## src/rtl/stream_demux.sv

```systemverilog
// stream_demux: steers whole packets from one input stream to one of OUTPUT_NUM
// outputs, each output backed by a single registered slot; bad destinations are dropped.
module stream_demux #(
  parameter int OUTPUT_NUM = 5,
  parameter int DATA_WIDTH = 16,
  parameter int ID_WIDTH   = $clog2(OUTPUT_NUM)
) (
  input  logic                           ACLK,
  input  logic                           ARESETn,
  input  logic [DATA_WIDTH-1:0]          data_i,
  input  logic [ID_WIDTH-1:0]            dest_i,
  input  logic                           last_i,
  input  logic                           valid_i,
  output logic                           ready_o,
  output logic [OUTPUT_NUM*DATA_WIDTH-1:0] data_o,
  output logic [OUTPUT_NUM-1:0]          last_o,
  output logic [OUTPUT_NUM-1:0]          valid_o,
  input  logic [OUTPUT_NUM-1:0]          ready_i,
  output logic [15:0]                    drop_cnt_o
);

  typedef enum logic [0:0] {
    IDLE   = 1'b0,
    LOCKED = 1'b1
  } state_t;

  state_t                state;
  logic [ID_WIDTH-1:0]   cur_dest;
  logic [ID_WIDTH-1:0]   route;
  logic                  route_ok;
  logic                  target_free;
  logic                  accept;
  logic [OUTPUT_NUM-1:0] load;

  // The destination is only looked at on the first beat; later beats follow the lock.
  always_comb begin
    route    = (state == LOCKED) ? cur_dest : dest_i;
    route_ok = (int'(route) < OUTPUT_NUM);
  end

  always_comb begin
    target_free = 1'b1;
    for (int i = 0; i < OUTPUT_NUM; i++) begin
      if (route_ok && (int'(route) == i)) begin
        target_free = !valid_o[i] || ready_i[i];
      end
    end
  end

  // Beats to a nonexistent output are always accepted so a bad packet cannot stall the input.
  assign ready_o = ARESETn && target_free;
  assign accept  = valid_i && ready_o;

  always_comb begin
    load = '0;
    for (int i = 0; i < OUTPUT_NUM; i++) begin
      load[i] = accept && route_ok && (int'(route) == i);
    end
  end

  // A loading slot stays valid even while draining, giving one beat per cycle.
  always_ff @(posedge ACLK or negedge ARESETn) begin
    if (!ARESETn) begin
      valid_o <= '0;
      last_o  <= '0;
      data_o  <= '0;
    end else begin
      for (int i = 0; i < OUTPUT_NUM; i++) begin
        if (load[i]) begin
          data_o[i*DATA_WIDTH +: DATA_WIDTH] <= data_i;
          last_o[i]                          <= last_i;
          valid_o[i]                         <= 1'b1;
        end else if (ready_i[i]) begin
          valid_o[i] <= 1'b0;
        end
      end
    end
  end

  // Packet framing is tracked the same way whether or not the packet is being dropped.
  always_ff @(posedge ACLK or negedge ARESETn) begin
    if (!ARESETn) begin
      state      <= IDLE;
      cur_dest   <= '0;
      drop_cnt_o <= '0;
    end else begin
      if (accept) begin
        case (state)
          IDLE: begin
            if (!last_i) begin
              state    <= LOCKED;
              cur_dest <= dest_i;
            end
          end
          LOCKED: begin
            if (last_i) begin
              state <= IDLE;
            end
          end
          default: state <= IDLE;
        endcase
        if (!route_ok && (drop_cnt_o != 16'hFFFF)) begin
          drop_cnt_o <= drop_cnt_o + 16'd1;
        end
      end
    end
  end

endmodule

```

## config.mk

```make
export PLATFORM = sky130hd
export DESIGN_NAME = stream_demux
export DESIGN_NICKNAME = d
export VERILOG_FILES = /design/src/rtl/stream_demux.sv
export SDC_FILE = /design/constraint.sdc
export NUM_CORES = 1
export LEC_CHECK = 0
export BUFFER_PORTS_ARGS = -buffer_cell sky130_fd_sc_hd__clkbuf_2
export CORE_MARGIN = 5
export CORE_UTILIZATION = 40
export DETAILED_ROUTE_END_ITERATION = 8
export HOLD_SLACK_MARGIN = 0.06
export PLACE_DENSITY = 0.65
export SYNTH_ARGS = -nofsm -noshare
export SYNTH_HDL_FRONTEND = slang
export SYNTH_SLANG_ARGS = --single-unit
```

## constraint.sdc

```tcl
create_clock -name ACLK -period 2.9 [get_ports ACLK]
set_clock_uncertainty 0.05 [all_clocks]
set_input_delay 0.29 -clock ACLK [delete_from_list [all_inputs] [get_ports ACLK]]
set_output_delay 0.29 -clock ACLK [all_outputs]
set_load 0.01 [all_outputs]
```

==> flow_summary.json, run 1 <==
{
  "arrival_ps": 2700,
  "clock_latency_ps": 340,
  "reg2reg_to": "cur_dest[0]$_DFFE_PN0P_",
  "fmax_mhz": 395.6,
  "maxCapViolCount": 0,
  "power_switching_w": 0.001821,
  "yosysWarnings": 0,
  "power_frac_comb": 0.330,
  "worst-r2r-setup-slack_ps": 370,
  "final_nets": 485,
  "grt_pass1_vias": 3146,
  "cts_hold_buf": 1,
  "worst_pin_slew_ps": 671.7,
  "ant_nets": 0,
  "worstSetupPathType": "reg2reg",
  "hold_ws_ps": 171.8,
  "power_switching_share": 0.3238,
  "clockBufferDepth": 2,
  "slew_violations": 0,
  "setup_viol": 0,
  "place_hpwl_um": 8159,
  "drt_first_pass_iters": 4,
  "clockPowerShare": 0.211,
  "crit_path_top_delay_cell": "nor4_1",
  "power_frac_seq": 0.459,
  "hold_violations": 0,
  "coreArea_um2": 11270,
  "slew_headroom": 0.5522,
  "die_area_um2": 13630,
  "reg2reg_from": "state$_DFFE_PN0P_",
  "powerDensity_nw_per_um2": 978.8,
  "antenna_found_initial": 0,
  "rr_worst_depth": 5,
  "critPathRequiredTime_ps": 3080,
  "syn_area_um2": 4557,
  "num_rows": 39,
  "drt-total-wl_um": 11000,
  "portBuffers": 134,
  "synth-edff-count": 0,
  "num_vias": 3026,
  "ios": 135,
  "post_cts_buffers": 0,
  "die_x_um": 116.7,
  "htree_levels": 3,
  "status": "finished, final reports clean",
  "grt-ovfl-total": 0,
  "vias_per_cell": 5.018,
  "rsz0062_at_grt": "no",
  "p_leak_nw": 2.755,
  "yosysSeqAreaShare": 0.6041,
  "start_util": 0.4043,
  "drive_above_1_share": 0.5674,
  "grt_max_degree": 55,
  "grt_pass1_wl_um": 17350,
  "critical_path.max_fanout": 10,
  "cts_buffers": 9,
  "clock_sinks": 110,
  "post-route-min-period_ps": 2528,
  "drt_iter0_markers": 138,
  "internal_power_w": 0.003802,
  "setup.worst_path.start": "state$_DFFE_PN0P_",
  "path_clk_slew_ps": 70,
  "hp-start": "dest_i[0]",
  "synth_nets": 338,
  "drc_errors": 0,
  "synth_ff_type": "dfrtp_1",
  "max_stage_delay_ps": 560,
  "cts_tree": "done",
  "holdCritPathClass": "in2reg",
  "async_flop_share": 1.000,
  "ys_types": 42,
  "hold_depth": 2,
  "ir_drop_v": 0.0003920,
  "finalCritPeriodShare": 0.8716,
  "detail_route.wl_per_cell_um": 18.24,
  "start_kind": "register",
  "die_h_um": 116.7,
  "synth.avg_cell_area_um2": 14.75,
  "gp_congestion": 0.9100,
  "grtUsageTotal": 0.1667,
  "hold_path_end": "cur_dest[0]$_DFFE_PN0P_",
  "endpoint_kind": "register",
  "area_delta_synth_final_pct": 26.06,
  "path_cells": "nor2b_4, a21oi_1, o22ai_1, nor4_1, mux2_2",
  "antenna_cells": 0,
  "syn-instance-count": 309,
  "ys_ff_latch": 110,
  "fin_tns_setup_ps": 0,
  "cts_resized": 0,
  "root_buffer": "clkbuf_16",
  "utilization": 0.5096
}
cells in the mapped netlist, types with 2 or more instances:
cell        n  area [um2]
buf_6       2       22.52
nand4_1     4       25.02
nor2_1     10       37.54
buf_2       4       20.02
nor2b_1     5       31.28
mux2i_1     2       20.02
nand2_1    11       41.29
o21ai_0     3       15.01
nor2_2      2       12.51
a21oi_1     2       10.01
or2_2       5       31.28
xnor2_1    14       122.6
dfrtp_1   110        2753
nand2b_1    2       12.51
nand3_1    11       55.05
o31ai_1     3       22.52
nand4b_1    2       17.52
and3_1      5       31.28
mux2_4     10       150.1
mux2_2     80       900.9
cells by family after synthesis:
group	after synthesis	synth area share
AOI/OAI and AO/OA	17	0.03542
xor gates and xnor gates	15	0.02883
adders and majority gates	1	0.002745
buffers and inverters	9	0.01180
DFF	110	0.6041
muxes	92	0.2350
and+or+nand+nor	65	0.08210
critical path: cells and delay by family, from the launching register on:
kind	cells	cell delay, ps
DFF	1	510
muxes	1	400
and+or+nand+nor	2	760
AOI/OAI and AO/OA	2	700
layout make-up:
class | instances | area, um2
Multi-Input combinational cell | 190 | 1764
Inverter | 1 | 3.754
Fill cell | 991 | 5528
Clock inverter | 4 | 48.80
Tap cell | 143 | 178.9
Clock buffer | 11 | 232.7
Timing Repair Buffer | 144 | 763.2
Sequential cell | 110 | 2753
state kept, by name, indices dropped and copies added, names as in the netlist:
register and count:
state 1, last_o 5, cur_dest 3, drop_cnt_o 16
data_o 80, valid_o 5
layer usage:
metal / global-route usage / up-vias / routed length (um)
li1: - / 1392 / -
met1: 0.2172 / 1530 / 4569
met2: 0.2708 / 94 / 5512
met3: 0.04715 / 10 / 786
met4: 0.05199 / 0 / 129
met5: 0 / - / 0
worst max-delay path by stage:
stage	depth (start not counted)	endpoint
2_1_floorplan	7	data_o[10]$_DFFE_PN0P_
3_3_place_gp	5	cur_dest[1]$_DFFE_PN0P_
3_5_place_dp	5	cur_dest[0]$_DFFE_PN0P_
4_1_cts	5	cur_dest[0]$_DFFE_PN0P_
5_1_grt	5	cur_dest[0]$_DFFE_PN0P_
6_report	5	cur_dest[0]$_DFFE_PN0P_
power groups by stage:
| stage | combinational, W | clock, W | sequential (W) |
|---|---|---|---|
| after floorplan | 0.000715 | 0 | 0.00282 |
| after global routing | 0.00202 | 0.00129 | 0.00266 |
| final | 0.00185 | 0.00119 | 0.00258 |
| after CTS | 0.00190 | 0.00123 | 0.00259 |
| after detailed placement | 0.00190 | 0 | 0.00261 |
| after global placement | 0.00185 | 0 | 0.00258 |
cell usage in the layout, fill, tap and decap left out, types with 2 or more instances in the layout:
master,instances
o31ai_1,3
mux2i_1,2
and3_1,5
nand2b_1,2
dfrtp_1,110
nand4b_1,2
clkbuf_2,133
o21ai_0,3
nand2_1,11
nor2_1,10
nand3_1,11
mux2_4,10
mux2_2,80
nand4_1,4
nor2_2,2
a21oi_1,2
xnor2_1,14
nor2b_1,5
clkinv_2,2
clkbuf_1,2
clkbuf_16,9
or2_2,5
buf_4,9
per-stage QoR:
| stage | total power, W | instances | cell area, um2 | setup WS (ps) |
|---|---|---|---|---|
| finish | 0.005623 | 603 | 5744 | 372.4 |
| floorplan | 0.003534 | 309 | 4557 | 609.0 |
| detailed placement | 0.004509 | 587 | 5453 | 421.4 |
| global placement | 0.004429 | 587 | 5453 | 518.4 |
| CTS | 0.005716 | 603 | 5744 | 398.2 |
| global route | 0.005962 | 603 | 5744 | 233.8 |
Power figures use the tool's default switching activity.
==> inputs of run 2 (changes only) <==
Clock period 2.9 ns to 2.45 ns, I/O delays scaled along.
==> run 2 against run 1 <==
  * Combinational power is 19% higher
  * Critical path depth increased by 1
  * Clock-buffer cell count is the same
  * Non-clock buffer count grew 6
  * Hold slack got worse by 34 ps
  * Register-to-register slack worse by 240 ps
  * Core utilization grew 0.37 points
  * Largest power group unchanged
  * Highest routed layer unchanged
==> flow_summary.json, run 2 (synthesized netlist as in run 1, its figures left out) <==
{
  "path_cells": "nor2b_4, a21oi_1, o22ai_1, nor4_1, buf_4, mux2_2",
  "ios": 135,
  "finalCritPeriodShare": 0.9474,
  "p_leak_nw": 2.784,
  "slew_headroom": 0.4707,
  "drt-total-wl_um": 11020,
  "start_kind": "register",
  "clock_latency_ps": 350,
  "critPathRequiredTime_ps": 2630,
  "ant_nets": 0,
  "cts_hold_buf": 1,
  "die_x_um": 116.7,
  "layout_common_cells": "133 x clkbuf_2, 110 x dfrtp_1, 80 x mux2_2",
  "endpoint_kind": "register",
  "final_nets": 491,
  "postPlaceCellArea_um2": 5485,
  "portBuffers": 134,
  "final_common_cell": "clkbuf_2",
  "antenna_found_initial": 0,
  "start_util": 0.4043,
  "rsz0062_at_grt": "no",
  "num_vias": 3039,
  "slew_violations": 0,
  "wl_met1_um": 4699,
  "root_buffer": "clkbuf_16",
  "setup_viol": 0,
  "vias_per_cell": 4.990,
  "grt_pass1_wl_um": 17360,
  "max_stage_delay_ps": 500,
  "ir_drop_v": 0.0005230,
  "path_clk_slew_ps": 60,
  "status": "finished, final reports clean",
  "htree_levels": 3,
  "grt-ovfl-total": 0,
  "cts_tree": "done",
  "worst-path-stages": 6,
  "reg.largest.list": "data_o x80, drop_cnt_o x16",
  "die_area_um2": 13630,
  "area_delta_synth_final_pct": 26.96,
  "grt_max_degree": 63,
  "clockBufferDepth": 2,
  "cts_resized": 0,
  "drive_above_1_share": 0.5751,
  "regMostFlops": "data_o",
  "maxCapViolCount": 0,
  "worst-path-buf-inv": 1,
  "detail_route.wl_per_cell_um": 18.10,
  "drc_errors": 0,
  "hold_violations": 0,
  "place_hpwl_um": 8081,
  "coreArea_um2": 11270,
  "topRoutingLayerUsed": "met4",
  "power_w": 0.006710,
  "post-route-min-period_ps": 2321,
  "crit_end": "cur_dest[2]$_DFFE_PN0P_",
  "post_cts_buffers": 0,
  "grtUsageTotal": 0.1699,
  "critical_path.max_fanout": 10,
  "clock_sinks": 110,
  "worstSetupPathType": "reg2reg",
  "drt_first_pass_iters": 4,
  "setup.worst_path.start": "state$_DFFE_PN0P_",
  "arrival_ps": 2500,
  "num_rows": 39,
  "reg2reg_from": "state$_DFFE_PN0P_",
  "gp_congestion": 0.9035,
  "reg2reg_to": "cur_dest[2]$_DFFE_PN0P_",
  "critical-path-top-delay-family": "compound AO/OA/AOI/OAI gates",
  "worst_pin_slew_ps": 794.0,
  "holdCritPathClass": "in2reg",
  "worst-r2r-setup-slack_ps": 130,
  "grt_pass1_vias": 3224,
  "fmax_mhz": 430.8,
  "powerDensity_nw_per_um2": 1160,
  "drt_iter0_markers": 134,
  "routed-wl-met2_um": 5223,
  "fin_tns_setup_ps": 0,
  "die_h_um": 116.7,
  "final_area_um2": 5786,
  "rr_worst_depth": 6,
  "largest_reg_flops": 80,
  "antenna_cells": 0,
  "cts_buffers": 9,
  "crit_path_top_delay_cell": "dfrtp_1",
  "utilization": 0.5133,
  "route.met3.wl_um": 794,
  "fillCellCount": 996
}
==> run 2: changes by cell type in the layout (fill, tap and decap cells not counted), sizes merged <==
cell / previous run / this run
buf: 10 / 16
clkinv: 3 / 2
clkinvlp: 0 / 1
==> run 2: worst min-delay path by stage <==
| stage | to | cells past startpoint | start | slack [ps] |
|---|---|---|---|---|
| after global placement | state$_DFFE_PN0P_ | 1 | ARESETn | 30 |
| after CTS | cur_dest[0]$_DFFE_PN0P_ | 2 | dest_i[0] | 120 |
| final | cur_dest[0]$_DFFE_PN0P_ | 2 | dest_i[0] | 140 |
| after detailed placement | state$_DFFE_PN0P_ | 1 | ARESETn | 30 |
| after global routing | cur_dest[0]$_DFFE_PN0P_ | 2 | dest_i[0] | 130 |
| after floorplan | cur_dest[0]$_DFFE_PN0P_ | 0 | ARESETn | -100 |
==> run 2: power by group <==
part           internal (W)  switching, W
Combinational       0.00115       0.00106
Clock              0.000812      0.000642
Sequential          0.00257      0.000475
Total               0.00453       0.00218
==> run 2: metrics by stage <==
step                cells  setup slack (ps)  hold slack, ps
floorplan             309             159.0          -100.6
global placement      593             237.3           27.67
detailed placement    593             185.2           28.58
CTS                   609             165.0           124.0
global route          609             30.51           129.3
finish                609             128.8           137.7
==> run 2: final cells by class <==
cell class / instances / area, um2 / share of cell area
clock buffers: 11 / 242.7 / 0.04196
clock inverters: 4 / 47.55 / 0.008218
inverters: 1 / 3.754 / 0.0006488
multi-input cells: 190 / 1764 / 0.3049
flip-flops and latches: 110 / 2753 / 0.4758
well taps: 143 / 178.9 / 0.03093
repair buffers: 150 / 795.8 / 0.1375
==> run 2: routing by layer <==
| layer | up-vias | track usage |
|---|---|---|
| met5 | - | 0 |
| met3 | 23 | 0.05440 |
| li1 | 1401 | - |
| met1 | 1516 | 0.2230 |
| met2 | 99 | 0.2598 |
| met4 | 0 | 0.07263 |
==> run 2: worst reg2reg max path: stages, from the launching register on <==
cell and delay, ps:
dfrtp_1 500, nor2b_4 200, a21oi_1 360, o22ai_1 240, nor4_1 340, buf_4 190, mux2_2 330
==> inputs of run 3 (changes only) <==
Settings changed: PLACE_DENSITY 0.65 to unset, PLACE_DENSITY_LB_ADDON set to 0.25.
==> run 3 against run 2 <==
  * Routed wire length is 2.0% lower
  * Hold slack better by 15 ps
  * Clock power hardly changed
  * Die area stayed put
  * Combinational power hardly changed
  * Register-to-register slack better by 50 ps
  * Critical path type is now reg2out
  * Largest power group unchanged
  * Critical endpoint is now ready_o
  * Critical path depth is 1 lower
  * Non-clock buffer count is 2 lower
  * Sequential power hardly changed
  * Clock-buffer cell count is 1 higher
==> flow_summary.json, run 3 (synthesized netlist as in run 1, its figures left out) <==
{
  "status": "finished, final reports clean",
  "root_buffer": "clkbuf_16",
  "seq_area_um2": 2753,
  "slew_violations": 0,
  "regMostFlops": "data_o",
  "cts_tree": "done",
  "fmax_mhz": 432.1,
  "drt-total-wl_um": 10800,
  "antenna_cells": 0,
  "die_x_um": 116.7,
  "grt-ovfl-total": 0,
  "die_area_um2": 13630,
  "final_nets": 489,
  "ios": 135,
  "grtUsageTotal": 0.1654,
  "fin_tns_setup_ps": 0,
  "final_common_cell": "clkbuf_2",
  "max_stage_delay_ps": 540,
  "powerDensity_nw_per_um2": 1158,
  "drt_first_pass_iters": 4,
  "hold_violations": 0,
  "ir_drop_v": 0.0004279,
  "reg.largest.list": "data_o x80, drop_cnt_o x16",
  "multi_input_area_um2": 1770,
  "worst_pin_slew_ps": 1063,
  "detail_route.wl_per_cell_um": 17.79,
  "clock_sinks": 110,
  "drc_errors": 0,
  "post-route-min-period_ps": 2315,
  "cts_buffers": 9,
  "finalCritPeriodShare": 0.9447,
  "grt_max_degree": 84,
  "worstSetupPathType": "reg2out",
  "maxCapViolCount": 0,
  "arrival_ps": 2020,
  "clockBufferDepth": 2,
  "endpoint_kind": "primary output",
  "grt_pass1_wl_um": 17040,
  "num_vias": 2997,
  "layout_common_cells": "133 x clkbuf_2, 110 x dfrtp_1, 80 x mux2_2",
  "clock_latency_ps": 340,
  "htree_levels": 3,
  "num_rows": 39,
  "ant_nets": 0,
  "start_util": 0.4043,
  "critical_path.max_fanout": 10,
  "portBuffers": 134,
  "path_cells": "mux2_4, mux2i_1, o22ai_1, nor2_1, clkbuf_2",
  "vias_per_cell": 4.937,
  "power_w": 0.006701,
  "rsz0062_at_grt": "no",
  "holdCritPathClass": "in2reg",
  "grt_pass1_vias": 3133,
  "crit_path_top_delay_cell": "dfrtp_1",
  "area_delta_synth_final_pct": 26.99,
  "drive_above_1_share": 0.5754,
  "p_leak_nw": 2.781,
  "critPathRequiredTime_ps": 2150,
  "start_kind": "register",
  "antenna_found_initial": 0,
  "die_h_um": 116.7,
  "gp_congestion": 0.8655,
  "slew_headroom": 0.2914,
  "path_clk_slew_ps": 70,
  "worst-path-buf-inv": 1,
  "critical-path-top-delay-family": "flip-flops",
  "largest_reg_flops": 80,
  "place_hpwl_um": 7886,
  "coreArea_um2": 11270,
  "fillCellCount": 984,
  "drt_iter0_markers": 148,
  "setup_viol": 0
}
[run 3: stage by stage]
stage	util	cell area [um2]	instances	setup slack (ps)	hold slack, ps
floorplan	-	4557	309	159.0	-100.6
global placement	0.4853	5470	591	209.9	261.1
detailed placement	0.4853	5470	591	104.3	270.9
CTS	0.5128	5781	607	91.50	135.9
global route	0.5134	5787	607	11.53	137.2
finish	0.5134	5787	607	135.5	152.7
[run 3: power by group]
| part | leakage [nW] | total (W) | switching (W) | internal, W |
|---|---|---|---|---|
| registers | 1.37 | 0.00303 | 0.000460 | 0.00257 |
| clock network | 0.149 | 0.00147 | 0.000623 | 0.000844 |
| logic | 1.26 | 0.00221 | 0.00106 | 0.00115 |
[run 3: layout make-up]
class                   instances  share of cell area
clock buffers                  12             0.04432
clock inverters                 3            0.007568
inverters                       1           0.0006486
multi-input cells             190              0.3059
flip-flops and latches        110              0.4757
well taps                     143             0.03092
repair buffers                148              0.1349
[run 3: path summary, 6_finish.rpt]
path                                            start                    endpoint  slack, ps  cells after the start
setup / recovery                    state$_DFFE_PN0P_                     ready_o        140                      5
hold / removal                              data_i[9]      data_o[73]$_DFFE_PN0P_        150                      2
setup reg to reg                    state$_DFFE_PN0P_      data_o[10]$_DFFE_PN0P_        180                      6
hold reg to reg            drop_cnt_o[14]$_DFFE_PN0P_  drop_cnt_o[14]$_DFFE_PN0P_        430                      1
max in group asynchronous                     ARESETn       last_o[3]$_DFFE_PN0P_        880                      3
min in group asynchronous                     ARESETn      valid_o[4]$_DFFE_PN0P_        500                      3
[run 3: timing repair]
| item | in CTS | in global routing |
|---|---|---|
| endpoints found under the hold margin | 27 | 0 |
| setup endpoints to repair | 0 | 3 |
| gates resized for setup | 0 | 1 |
| buffers inserted | 0 | 0 |
| hold buffers | 1 | 0 |
[run 3: layer usage]
metal / global-route usage / wire (um)
met4: 0.06575 / 157
met5: 0 / 0
met3: 0.04715 / 695
met1: 0.2112 / 4563
met2: 0.2662 / 5384
